### src/rtl/fb_scanout.sv
// fb_scanout: streams one 256-pixel frame out of a framebuffer.
// The framebuffer has a synchronous read port.
// Pixels leave on a valid/ready interface with start-of-frame, end-of-line and end-of-frame markers.
// At most two pixels are held at a time, counting buffered ones and reads still in flight.
module fb_scanout #(
   parameter int LINE_LEN = 16
) (
   input  logic       clk,
   input  logic       rst,
   input  logic       start,
   output logic       busy,
   output logic       done,
   output logic [7:0] fb_addr,
   input  logic [7:0] fb_dout,
   output logic [7:0] px_data,
   output logic       px_valid,
   input  logic       px_ready,
   output logic       px_sof,
   output logic       px_eol,
   output logic       px_eof
);

   localparam int         LINE_BITS = $clog2(LINE_LEN);
   localparam logic [8:0] LAST_PX   = 9'd255;

   typedef enum logic [1:0] {
      IDLE = 2'd0,
      SCAN = 2'd1,
      DONE = 2'd2
   } state_t;

   state_t     state_q, state_d;

   // Nine-bit indices: rd_idx reaching 256 means every read has been issued
   logic [8:0] rd_idx_q, rd_idx_d;
   logic [8:0] px_idx_q, px_idx_d;

   logic [7:0] addr_q;          // address of the most recently issued read
   logic       inflight_q;      // a read was issued last cycle; its data is on fb_dout now
   logic       wr_ptr_q;
   logic       rd_ptr_q;
   logic [1:0] count_q;         // buffered pixels, 0..2
   logic [7:0] entry_w [2];

   logic       accept;
   logic       push;
   logic       pop;
   logic       issue;
   logic       last_px;
   logic [2:0] occ_after;

   assign accept   = (state_q == IDLE) && start;
   assign push     = inflight_q;
   assign px_valid = (count_q != 2'd0);
   assign pop      = px_valid && px_ready;

   // The slot freed by a pixel leaving this cycle is already counted as free.
   // This gives one pixel per clock with a one-cycle read latency and only two slots.
   assign occ_after = {1'b0, count_q} + {2'b00, inflight_q} - {2'b00, pop};
   assign issue     = (state_q == SCAN) && !rd_idx_q[8] && (occ_after < 3'd2);
   assign last_px   = pop && (px_idx_q == LAST_PX);

   // The address is presented in the issue cycle and then held until the next issue
   assign fb_addr = issue ? rd_idx_q[7:0] : addr_q;

   // The head of the buffer drives the pixel port; markers derive from the head's index
   assign px_data = entry_w[rd_ptr_q];
   assign px_sof  = px_valid && (px_idx_q == 9'd0);
   assign px_eol  = px_valid && (&px_idx_q[LINE_BITS-1:0]);
   assign px_eof  = px_valid && (px_idx_q == LAST_PX);

   // State register
   always_ff @(posedge clk or posedge rst) begin
      if (rst) begin
         state_q <= IDLE;
      end else begin
         state_q <= state_d;
      end
   end

   // Next-state and status outputs: start is only heard in IDLE
   always_comb begin
      state_d = state_q;
      busy    = 1'b0;
      done    = 1'b0;
      case (state_q)
         IDLE: begin
            if (start) begin
               state_d = SCAN;
            end
         end
         SCAN: begin
            busy = 1'b1;
            if (last_px) begin
               state_d = DONE;
            end
         end
         DONE: begin
            done    = 1'b1;
            state_d = IDLE;
         end
         default: begin
            state_d = IDLE;
         end
      endcase
   end

   // Index next-state: both clear when a frame is accepted.
   // Otherwise they advance on a read issue or a pixel transfer.
   always_comb begin
      rd_idx_d = rd_idx_q;
      px_idx_d = px_idx_q;
      if (accept) begin
         rd_idx_d = 9'd0;
         px_idx_d = 9'd0;
      end else begin
         if (issue) begin
            rd_idx_d = rd_idx_q + 9'd1;
         end
         if (pop) begin
            px_idx_d = px_idx_q + 9'd1;
         end
      end
   end

   // Index, held-address and in-flight registers
   always_ff @(posedge clk or posedge rst) begin
      if (rst) begin
         rd_idx_q   <= 9'd0;
         px_idx_q   <= 9'd0;
         addr_q     <= 8'd0;
         inflight_q <= 1'b0;
      end else begin
         rd_idx_q   <= rd_idx_d;
         px_idx_q   <= px_idx_d;
         inflight_q <= issue;
         if (issue) begin
            addr_q <= rd_idx_q[7:0];
         end
      end
   end

   // Buffer pointers and occupancy: a push and a pop in the same cycle both take effect
   always_ff @(posedge clk or posedge rst) begin
      if (rst) begin
         wr_ptr_q <= 1'b0;
         rd_ptr_q <= 1'b0;
         count_q  <= 2'd0;
      end else if (accept) begin
         wr_ptr_q <= 1'b0;
         rd_ptr_q <= 1'b0;
         count_q  <= 2'd0;
      end else begin
         wr_ptr_q <= wr_ptr_q ^ push;
         rd_ptr_q <= rd_ptr_q ^ pop;
         count_q  <= count_q + {1'b0, push} - {1'b0, pop};
      end
   end

   // Two buffer slots; returning read data lands in the slot under the write pointer
   generate
      for (genvar gi = 0; gi < 2; gi++) begin : g_slot
         logic [7:0] entry_q;

         // Capture fb_dout into this slot when a read completes and the slot is selected
         always_ff @(posedge clk or posedge rst) begin
            if (rst) begin
               entry_q <= 8'd0;
            end else if (push && (wr_ptr_q == 1'(gi))) begin
               entry_q <= fb_dout;
            end
         end

         assign entry_w[gi] = entry_q;
      end
   endgenerate

endmodule

### config.mk
export PLATFORM = sky130hd
export DESIGN_NAME = fb_scanout
export DESIGN_NICKNAME = d
export VERILOG_FILES = /design/src/rtl/fb_scanout.sv
export SDC_FILE = /design/constraint.sdc
export NUM_CORES = 1
export LEC_CHECK = 0
export ABC_CLOCK_PERIOD_IN_PS = 3900
export CAP_MARGIN = 10
export CORE_UTILIZATION = 48
export CTS_CLUSTER_DIAMETER = 40
export DETAILED_ROUTE_END_ITERATION = 12
export GPL_TIMING_DRIVEN = 0
export PLACE_DENSITY = 0.73
export SKIP_LAST_GASP = 1
export SYNTH_ARGS = -nofsm -noshare
export SYNTH_HDL_FRONTEND = slang
export SYNTH_SLANG_ARGS = --single-unit
### constraint.sdc
create_clock -name clk -period 3.9 [get_ports clk]
set_input_delay 0.585 -clock clk [delete_from_list [all_inputs] [get_ports clk]]
set_output_delay 0.585 -clock clk [all_outputs]
set_load 0.005 [all_outputs]
## Yosys cells after proc, flatten, opt, wreduce, memory -nomap -nowiden

Index checks and enable logic that the tools add are counted.

- Multiplexer cells: 16
- Add/sub/neg operators: 6
- $mul: 0
- Shift-type cells: 0
- Reductions and logical operators: 18
- Bitwise logic cells: 4
- Equality and inequality tests: 5
- Div/mod/pow operators: 0
- $lt $le $gt $ge: 2

Operators with widths:

| kind | number |
|---|---|
| 9-bit 2-to-1 mux | 4 |
| 8-bit 2-to-1 mux | 4 |
| 9-bit by 1-bit adder with 9-bit output (second input constant) | 2 |
| 1-bit logical AND | 10 |
| 9-bit by 8-bit equality test with 1-bit output (second input constant) | 1 |
| 9-bit zero test | 1 |
| 2-bit 2-to-1 mux | 3 |
| 2-bit nonzero test | 3 |
| 1-bit 2-to-1 mux | 4 |
| 2-bit inequality test (second input constant) | 2 |
| 2-bit one-hot mux with 2 select lines | 1 |
| 4-bit AND reduction | 1 |
| 2-bit by 1-bit adder with 3-bit output | 1 |
| 3-bit by 2-bit less-than comparator with 1-bit output (second input constant) | 1 |
| 3-bit by 1-bit subtractor with 3-bit output | 1 |
| 2-bit by 1-bit adder with 2-bit output | 1 |
| 2-bit by 1-bit equality test with 1-bit output (second input constant) | 1 |
| 2-bit equality test (second input constant) | 1 |
| 2-bit >= comparator (second input constant) | 1 |
| 2-bit zero test | 1 |
| 1-bit NOT with 2-bit output | 1 |
| 2-bit AND reduction | 1 |
| 2-bit by 1-bit subtractor with 2-bit output | 1 |
| 1-bit bitwise XOR | 2 |
| other kinds (2) | 2 |

- Memories: 0
- RAM bits: 0
- Bits in latches: 0
- Register bits: 49
- Bits in read-only memories: 0

## Logic depth before layout (Yosys ltp)

Gate-level depths: netlist of run 1.

- Word-level depth: 7
- Depth in mapped cells: 12

## Worst setup path before layout of run 1

OpenSTA, ideal clock, no wires.

- Path kind: register to output
- From: reg count_q[1]
- To: out fb_addr[0]
- Data required time: 3315 ps
- Stages on the path, launching flop included: 12
- Buffers on the path: 2
- Arrival time: 3241 ps
- Setup slack: 74 ps
- Path through: dfrtp_1 -> clkbuf_1 -> o21ai_0 -> buf_2 -> clkinv_1 -> ha_1 -> inv_1 -> ha_1 -> fa_1 -> nor4b_1 -> nand2_2 -> mux2_2

- Word-level cells in the longest chain between the ends: 6

RTL lines:

| item | line | RTL |
|---|---|---|
| start: declaration | 42 | `logic [1:0] count_q;` |
| start signal: assignment | 156 | `count_q <= count_q + {1'b0, push} - {1'b0, pop};` |
| branches (longest 2 deep; another with 2-bit by 1-bit adder with 3-bit output) | - |  |
| 3-bit by 1-bit subtractor with 3-bit output * | 59 | `assign occ_after = {1'b0, count_q} + {2'b00, inflight_q} - {2'b00, pop};` |
| 3-bit by 2-bit less-than comparator with 1-bit output * | 60 | `assign issue = (state_q == SCAN) && !rd_idx_q[8] && (occ_after < 3'd2);` |
| 1-bit logical AND * | 60 |  |
| 8-bit 2-to-1 mux * | - |  |
| end: declaration | 13 | `output logic [7:0] fb_addr,` |

Mark *: on every way between the ends.

## Worst setup path in the final report of run 1

- From: reg count_q[1]
- To: out fb_addr[7]

Same word-level chain as after synthesis.

==> impl_metrics.yaml, run 1 <==
outcome:
  run_status: "finished clean"
setup_path:
  cp_max_fo: 7
  endpoint_kind: "output port"
  regToRegSetupSlack_ps: 820
  r2r-end: "rd_idx_q[3]"
  cp.required_ps: 3310
  reg2reg_from: "count_q[1]"
  crit_type: "reg2out"
  r2r_cells: 11
  critPathMaxStageDelay_ps: 460
  cp.arrival_ps: 3290
  startpoint_type: "flip-flop"
  crit_slowest_cell: "fa_2"
  cp_cell_sequence: "o21ai_2, buf_6, inv_8, ha_1, inv_1, ha_2, fa_2, nor4b_4, nand2_2, buf_4, mux2_4, dlygate4sd2_1"
drt:
  drc: 0
  routed_wl_mm: 4.40
  num_vias: 1692
  post_drt_wl_per_cell_um: 14.0
  postRouteAntennaNets: 0
  dr.pass1.iters: 4
  drt_iter0_drc: 84
  viasPerCell: 5.39
die:
  core_sq_um: 4690
  ios: 34
  die_y_um: 71.7
  die_w_um: 71.7
  start_util_pct: 49.7
  row_count: 25
  dieArea_sq_um: 5140
grt:
  grt_pass1_vias: 1591
  grt_max_degree: 33
  antenna_found_initial: 0
  grt_pass1_wl_mm: 7.45
  gr-total-overflow: 0
  track_usage_pct: 18.8
logic_synthesis:
  ys_seq_elements: 49
  synth_edf_count: 0
  async_flop_share_pct: 100
  synth.distinct_cells: 36
  syn-num-nets: 224
  netlist_area_sq_um: 2330
  syn_avg_cell_area_sq_um: 11.5
  yosys_most_used_dff: "dfrtp_1"
  synthCells: 203
  ys_warn_count: 0
  ys_seq_area_share_pct: 52.5
final_layout:
  drive_gt1_share_pct: 26.9
  regArea_sq_um: 1230
  syn_to_final_growth_pct: 30.8
  fin_nets: 281
  final_cells: 314
  finalCoreUtilization_pct: 65.0
  multi_input_area_sq_um: 1100
  fillers: 374
  insertedDiodeCount: 0
timing:
  hold_viol: 0
  setup-violations-final: 0
  slew_headroom_pct: 45.6
  grt_setup_unrepaired: "yes"
  fin_skew_ps: 5.75
  drv_slew: 0
  fin_crit_ps: 3870
  final.setup.worst_slack_ps: 25.8
  worst_slew_pin_slew_ps: 813
  fin_crit_sh_pct: 99.3
  max_freq_ghz: 0.258
  finalSetupTns_ps: 0
pwr:
  pwr_density_cell_nw_per_um2: 790
  ir_drop_mv: 0.463
  power.internal_w: 0.00160
  p_sw_w: 0.000809
  combinationalPowerShare_pct: 54.3
  power.leakage_nw: 1.44
  clockPowerShare_pct: 12.4
  power.share.sequential_pct: 33.3
  fin_total_pwr_w: 0.00241
  switching_share_pct: 33.6
hold_path:
  min_to: "addr_q[3]"
  hp-start: "addr_q[3]"
  min_path_type: "reg2reg"
  worstHoldPathCells: 1
clocking:
  insertion_delay_ps: 300
  root_buffer: "clkbuf_8"
  clkSlewWorstSetupHoldPaths_ps: 80
  cts_buffer_depth: 2
  cts.sinks: 49
  hold_buffers: 0
  cts_tree: "built"
  cts_max_level: 2
  numCtsBuffers: 5
placed_design:
  gp_congestion: 0.751
  dp_cells: 291
  dp_hpwl_mm: 2.86
  post-place-ws_ps: -1240
  port_buffers: 33
flow_run:
  maxCapViolCount: 0
power by group through the flow:
stage          clock network (W)  registers, W  logic [W]
2_1_floorplan                  0      0.000775   0.000633
3_3_place_gp                   0      0.000802   0.000943
3_5_place_dp                   0      0.000809   0.000962
4_1_cts                 0.000310      0.000803    0.00119
5_1_grt                 0.000325      0.000831    0.00144
6_report                0.000298      0.000804    0.00131
cells in the final DEF (no fill, tap or decap), types with 2 or more instances in the layout:
master / n
a21oi_1: 10
and2_1: 2
and3_1: 3
buf_4: 14
buf_6: 3
clkbuf_1: 6
clkbuf_8: 6
clkdlybuf4s15_1: 3
clkdlybuf4s50_1: 24
dfrtp_1: 48
dlymetal6s2s_1: 3
ha_1: 7
inv_1: 11
mux2_2: 24
mux2_4: 8
mux2i_1: 5
nand2_1: 13
nand3_1: 9
nand4_1: 4
nor2_1: 8
nor4_1: 2
o21ai_0: 7
o31ai_1: 3
or3_1: 4
or4_1: 3
xnor2_1: 2
worst max path at each step:
stage	endpoint	slack [ps]	start
floorplan	fb_addr[0]	70	count_q[1]
detailed placement	fb_addr[1]	-1240	px_ready
finish	fb_addr[7]	30	count_q[1]
CTS	fb_addr[4]	-70	count_q[0]
global placement	fb_addr[1]	-1230	px_ready
global route	fb_addr[7]	-110	count_q[1]
synth_stat cells, types with 2 or more instances:
cell type | n | area [sq um]
a21oi_1 | 10 | 50.1
and2_1 | 2 | 12.5
and3_1 | 3 | 18.8
buf_2 | 2 | 10.0
clkbuf_1 | 6 | 22.5
dfrtp_1 | 49 | 1230
ha_1 | 8 | 100
inv_1 | 12 | 45.0
mux2_2 | 32 | 360
mux2i_1 | 5 | 50.1
nand2_1 | 13 | 48.8
nand3_1 | 9 | 45.0
nand4_1 | 4 | 25.0
nor2_1 | 8 | 30.0
nor4_1 | 2 | 12.5
nor4b_1 | 2 | 17.5
o21ai_0 | 8 | 40.0
o31ai_1 | 3 | 22.5
or3_1 | 4 | 25.0
or4_1 | 3 | 22.5
xnor2_1 | 2 | 17.5
xor2_1 | 2 | 17.5
cell type report:
type                    instances  share of cell area [%]
clock buffers                   7                    2.83
repair buffers                 50                    15.7
well taps                      54                    2.21
inverters                      13                    1.85
multi-input cells             134                    36.0
flip-flops and latches         49                    40.2
plain buffers                   7                    1.15
through the flow:
stage               area (sq um)  hold WS, ps
floorplan                   2330          459
detailed placement          2750          481
global route                3050          500
global placement            2730          476
finish                      3050          493
CTS                         2980          500
flip-flops by register name, indices dropped and copies added, names as in the netlist:
| name | flops |
|---|---|
| rd_idx_q | 9 |
| addr_q | 8 |
| wr_ptr_q | 1 |
| count_q | 2 |
| rd_ptr_q | 1 |
| g_slot.entry_q | 16 |
| px_idx_q | 9 |
| inflight_q | 1 |
| state_q | 2 |
worst max-delay path: cells and delay by family (launching register included):
kind	cells	cell delay, ps
fa+ha+maj	3	880
buf+inv	5	680
simple gates	2	540
flops	1	420
mux	1	290
compound gates	1	170
timing repair:
item	in CTS	in global routing
endpoints found under the hold margin	0	0
setup buffers	10	6
pin swaps	3	5
endpoints found under the setup margin	16	8
resized for setup	27	13
gates cloned	1	0
cells by family (layout without fill, tap and decap cells):
logic type	count (synthesis)	in the layout	synth area share, %
simple gates	59	60	13.9
flops	49	49	52.5
fa+ha+maj	9	9	5.15
buf+inv	21	77	3.48
mux	37	37	17.6
xor+xnor	4	4	1.50
compound gates	24	24	5.84
routing by layer:
metal	track usage (%)	routed length, um	up-vias
met5	0	0	-
met2	30.8	2170	40
met3	5.91	188	5
met1	24.5	2000	818
li1	-	-	829
met4	4.58	42	0
(Power assumes the default switching activity.)
==> inputs of run 2 (changes only) <==
Settings changed: CTS_CLUSTER_DIAMETER 40 to 80, PLACE_DENSITY 0.73 to 0.75.
==> impl_metrics.yaml, run 2 (synthesis gave the netlist of run 1 again) <==
setup_path:
  cp.required_ps: 3310
  cp.arrival_ps: 3330
  crit_type: "reg2out"
  endpoint_kind: "output port"
  startpoint_type: "flip-flop"
  reg2reg_from: "count_q[1]"
  r2r_cells: 11
  cp_max_fo: 7
  r2r-end: "rd_idx_q[3]"
  regToRegSetupSlack_ps: 770
clocking:
  cts_tree: "built"
  insertion_delay_ps: 300
  root_buffer: "clkbuf_8"
  cts_buffer_depth: 2
  cts_max_level: 2
  cts.sinks: 49
  numCtsBuffers: 5
  clkSlewWorstSetupHoldPaths_ps: 90
die:
  die_w_um: 71.7
  row_count: 25
  ios: 34
  dieArea_sq_um: 5140
  die_y_um: 71.7
  core_sq_um: 4690
  start_util_pct: 49.7
final_layout:
  final_cell_mix: "48 x dfrtp_1, 29 x mux2_2, 29 x clkdlybuf4s50_1"
  largest_reg_flops: 16
  insertedDiodeCount: 0
  multi_input_area_sq_um: 1090
  drive_gt1_share_pct: 25.9
  reg.largest.list: "g_slot.entry_q x16, px_idx_q x9, rd_idx_q x9"
  layout_commonest_cell: "dfrtp_1"
  fin_nets: 275
  syn_to_final_growth_pct: 28.6
  regArea_sq_um: 1230
  fillers: 355
  regMostFlops: "g_slot.entry_q"
timing:
  grt_setup_unrepaired: "yes"
  slew_headroom_pct: 58.0
  fin_crit_sh_pct: 100
  finalSetupTns_ps: -66.3
  fin_skew_ps: 2.81
  final.setup.worst_slack_ps: -16.2
  hold_viol: 0
  worst_slew_pin_slew_ps: 628
  fin_crit_ps: 3920
  max_freq_ghz: 0.255
  setup-violations-final: 5
  drv_slew: 0
drt:
  wl_met1_mm: 2.12
  drt_iter0_drc: 106
  viasPerCell: 5.44
  dr.pass1.iters: 4
  met2WireLength_mm: 2.10
  num_vias: 1680
  drc: 0
  dr_wl_met3_um: 144
  routed.top_layer: "met4"
  post_drt_wl_per_cell_um: 14.2
  routed_wl_mm: 4.40
  postRouteAntennaNets: 0
pwr:
  ir_drop_mv: 0.424
  power.internal_w: 0.00152
  p_sw_w: 0.000809
  power.share.sequential_pct: 34.8
  pwr_density_cell_nw_per_um2: 776
  switching_share_pct: 34.7
  combinationalPowerShare_pct: 51.8
  power.leakage_nw: 1.35
  clockPowerShare_pct: 13.3
grt:
  gr-total-overflow: 0
  grt_max_degree: 29
  track_usage_pct: 18.7
  antenna_found_initial: 0
  grt_pass1_vias: 1635
  grt_pass1_wl_mm: 7.47
placed_design:
  dp_hpwl_mm: 2.91
  post-place-ws_ps: -1280
  gp_congestion: 0.835
  port_buffers: 33
hold_path:
  worstHoldPathCells: 1
  min_to: "addr_q[2]"
  min_path_type: "reg2reg"
  hp-start: "addr_q[2]"
outcome:
  run_status: "complete, but fails checks"
  violations: "negative setup slack"
flow_run:
  maxCapViolCount: 0
run 2: cell count changes in the layout (fill, tap and decap cells not counted), moves of 3 or more:
cell | before | now
buf_4 | 14 | 8
clkdlybuf4s50_1 | 24 | 29
mux2_2 | 24 | 29
mux2_4 | 8 | 3
clkdlybuf4s15_1 | 3 | 0
dlymetal6s2s_1 | 3 | 0
run 2: per-stage QoR:
stage	hold WS, ps	util, %	cell area [sq um]	cells	power [W]
3_5_place_dp	485	58.6	2750	291	0.00177
4_1_cts	502	63.5	2980	306	0.00229
5_1_grt	507	64.0	3000	309	0.00249
2_1_floorplan	459	-	2330	203	0.00141
3_3_place_gp	477	58.2	2730	290	0.00174
6_report	499	64.0	3000	309	0.00233
run 2: what timing repair did:
action / 4_1_cts / 5_1_grt
hold buffers: 0 / 0
gates cloned: 1 / 0
pin swaps: 3 / 4
endpoints found under the setup margin: 16 / 8
setup buffers: 7 / 3
resized for setup: 26 / 2
run 2: how the worst max path moves through the flow:
stage	start	end	slack, ps
floorplan	count_q[1]	fb_addr[0]	70
global placement	px_ready	fb_addr[0]	-1230
detailed placement	px_ready	fb_addr[0]	-1280
CTS	count_q[0]	fb_addr[0]	-90
global route	count_q[1]	fb_addr[1]	-140
finish	count_q[1]	fb_addr[0]	-20
run 2: worst max-delay path: stages, from the launching register on:
cell,delay [ps]
dfrtp_2,440
o21ai_4,170
buf_6,150
clkinv_8,60
ha_1,260
inv_1,60
ha_2,170
fa_2,470
nor4b_4,370
nand2_4,130
mux2_2,260
clkdlybuf4s50_1,490
run 2: final cells by class:
cell class | instances | area share, %
Tap cell | 54 | 2.25
Multi-Input combinational cell | 134 | 36.2
Sequential cell | 49 | 40.9
Timing Repair Buffer | 44 | 14.2
Inverter | 13 | 2.04
Clock inverter | 2 | 0.459
Buffer | 7 | 1.17
Clock buffer | 6 | 2.75
run 2: per-layer routing:
| metal | track usage, % | vias to the layer above |
|---|---|---|
| met2 | 30.8 | 26 |
| li1 | - | 821 |
| met5 | 0 | - |
| met4 | 5.01 | 0 |
| met1 | 24.8 | 828 |
| met3 | 4.78 | 5 |
run 2: power groups by stage:
| stage | clock network [W] | logic, W | registers (W) |
|---|---|---|---|
| global placement | 0 | 0.000938 | 0.000803 |
| finish | 0.000310 | 0.00121 | 0.000812 |
| CTS | 0.000318 | 0.00116 | 0.000811 |
| floorplan | 0 | 0.000633 | 0.000775 |
| global route | 0.000336 | 0.00132 | 0.000836 |
| detailed placement | 0 | 0.000962 | 0.000813 |
==> inputs of run 3 (changes only) <==
Settings changed: SKIP_CTS_REPAIR_TIMING set to 1.
==> impl_metrics.yaml, run 3 (synthesis gave the netlist of run 1 again) <==
outcome:
  run_status: "complete, but fails checks"
  violations: "negative setup slack"
final_layout:
  final_cells: 315
  multi_input_area_sq_um: 1150
  reg.largest.list: "g_slot.entry_q x16, px_idx_q x9, rd_idx_q x9"
  finalCoreUtilization_pct: 66.3
  regArea_sq_um: 1230
  regMostFlops: "g_slot.entry_q"
  fin_nets: 281
  insertedDiodeCount: 0
  fillers: 339
  drive_gt1_share_pct: 29.5
  largest_reg_flops: 16
  layout_commonest_cell: "dfrtp_1"
  syn_to_final_growth_pct: 33.3
  final_cell_mix: "47 x dfrtp_1, 25 x mux2_2, 24 x clkdlybuf4s50_1"
grt:
  grtUsageMet1_pct: 23.2
  grt_pass1_vias: 1559
  grt_max_degree: 29
  gr-total-overflow: 0
  grt_util_met3_pct: 4.78
  antenna_found_initial: 0
  top_usage_layer: "met2"
  track_usage_pct: 17.4
  grt_pass1_wl_mm: 6.94
  grt_use_met2_pct: 28.3
drt:
  dr.pass1.iters: 4
  routed_wl_mm: 4.56
  viasPerCell: 5.46
  num_vias: 1720
  drt_iter0_drc: 109
  postRouteAntennaNets: 0
  drc: 0
  post_drt_wl_per_cell_um: 14.5
hold_path:
  min_to: "addr_q[2]"
  hp-start: "addr_q[2]"
  worstHoldPathCells: 1
  min_path_type: "reg2reg"
setup_path:
  startpoint_type: "flip-flop"
  r2r_cells: 11
  cp.arrival_ps: 3340
  cp.required_ps: 3310
  critPathMaxStageDelay_ps: 490
  crit_type: "reg2out"
  endpoint_kind: "output port"
  cp_max_fo: 6
  cpMostUsedCell: "buf_6"
  crit_slowest_cell: "fa_2"
  cp_cell_sequence: "o21ai_4, buf_6, clkinvlp_4, ha_4, inv_2, ha_4, fa_2, nor4b_4, buf_6, buf_6, buf_6, nand2_8, mux2_4, dlymetal6s2s_1"
  regToRegSetupSlack_ps: 660
  r2r-end: "rd_idx_q[3]"
  reg2reg_from: "count_q[0]"
die:
  core_sq_um: 4690
  start_util_pct: 49.7
  die_w_um: 71.7
  row_count: 25
  dieArea_sq_um: 5140
  ios: 34
  die_y_um: 71.7
pwr:
  power.internal_w: 0.00160
  pwr_density_cell_nw_per_um2: 792
  switching_share_pct: 35.1
  power.share.sequential_pct: 33.4
  combinationalPowerShare_pct: 54.0
  p_sw_w: 0.000864
  clockPowerShare_pct: 12.6
  power.leakage_nw: 1.46
  ir_drop_mv: 0.464
timing:
  grt_setup_unrepaired: "yes"
  fin_crit_sh_pct: 101
  fin_crit_ps: 3920
  setup-violations-final: 1
  final.setup.worst_slack_ps: -21.7
  worst_slew_pin_slew_ps: 640
  max_freq_ghz: 0.255
  hold_viol: 0
  slew_headroom_pct: 57.3
  drv_slew: 0
  hold_slack_ps: 499
  finalSetupTns_ps: -21.7
  fin_skew_ps: 4.22
placed_design:
  dp_cells: 291
  post-place-ws_ps: -1280
  dp_hpwl_mm: 2.91
  port_buffers: 33
  gp_congestion: 0.835
clocking:
  insertion_delay_ps: 300
  numCtsBuffers: 5
  cts.sinks: 49
  clkSlewWorstSetupHoldPaths_ps: 90
  cts_tree: "built"
  cts_max_level: 2
  root_buffer: "clkbuf_8"
  cts_buffer_depth: 2
flow_run:
  maxCapViolCount: 0
run 3: cell types whose count changed in the layout (fill, tap and decap cells not counted), sizes merged:
cell / before / now
dlygate4sd2: 2 / 0
clkdlybuf4s50: 29 / 24
buf: 13 / 20
clkinv: 3 / 2
dlymetal6s2s: 0 / 5
clkdlybuf4s15: 1 / 0
clkinvlp: 0 / 1
clkbuf: 12 / 14
run 3: per-stage QoR:
step / total power (W) / cell area (sq um)
floorplan: 0.00141 / 2330
global placement: 0.00174 / 2730
detailed placement: 0.00177 / 2750
CTS: 0.00209 / 2850
global route: 0.00264 / 3110
finish: 0.00246 / 3110
run 3: cell type report:
type | count | area share, %
Clock buffer | 6 | 2.65
Multi-Input combinational cell | 134 | 37.0
Timing Repair Buffer | 50 | 15.4
Buffer | 7 | 1.13
Clock inverter | 2 | 0.442
Inverter | 13 | 1.69
Sequential cell | 49 | 39.5
Tap cell | 54 | 2.17
run 3: power by group through the flow:
stage / clock network (W) / registers, W / logic [W]
finish: 0.000311 / 0.000823 / 0.00133
global placement: 0 / 0.000803 / 0.000938
global route: 0.000341 / 0.000848 / 0.00145
detailed placement: 0 / 0.000813 / 0.000962
floorplan: 0 / 0.000775 / 0.000633
CTS: 0.000318 / 0.000804 / 0.000965
run 3: worst max-delay path by stage:
stage               start    endpoint  depth (start not counted)
6_report       count_q[0]  fb_addr[1]                         14
5_1_grt        count_q[1]  fb_addr[1]                         14
4_1_cts        count_q[1]  fb_addr[0]                         12
3_5_place_dp     px_ready  fb_addr[0]                         12
3_3_place_gp     px_ready  fb_addr[0]                         12
2_1_floorplan  count_q[1]  fb_addr[0]                         11
run 3: routing by layer:
metal	wire length [um]	vias to the layer above
met3	175	6
met5	0	-
met4	36	0
li1	-	833
met1	2140	846
met2	2210	35
run 3: critical path, delay by kind of cell, from the launching register on:
family	cells	cell delay [ps]
AOI/OAI and AO/OA	1	170
adders and majority gates	3	930
buffers and inverters	7	820
DFF	1	450
muxes	1	310
and+or+nand+nor	2	370
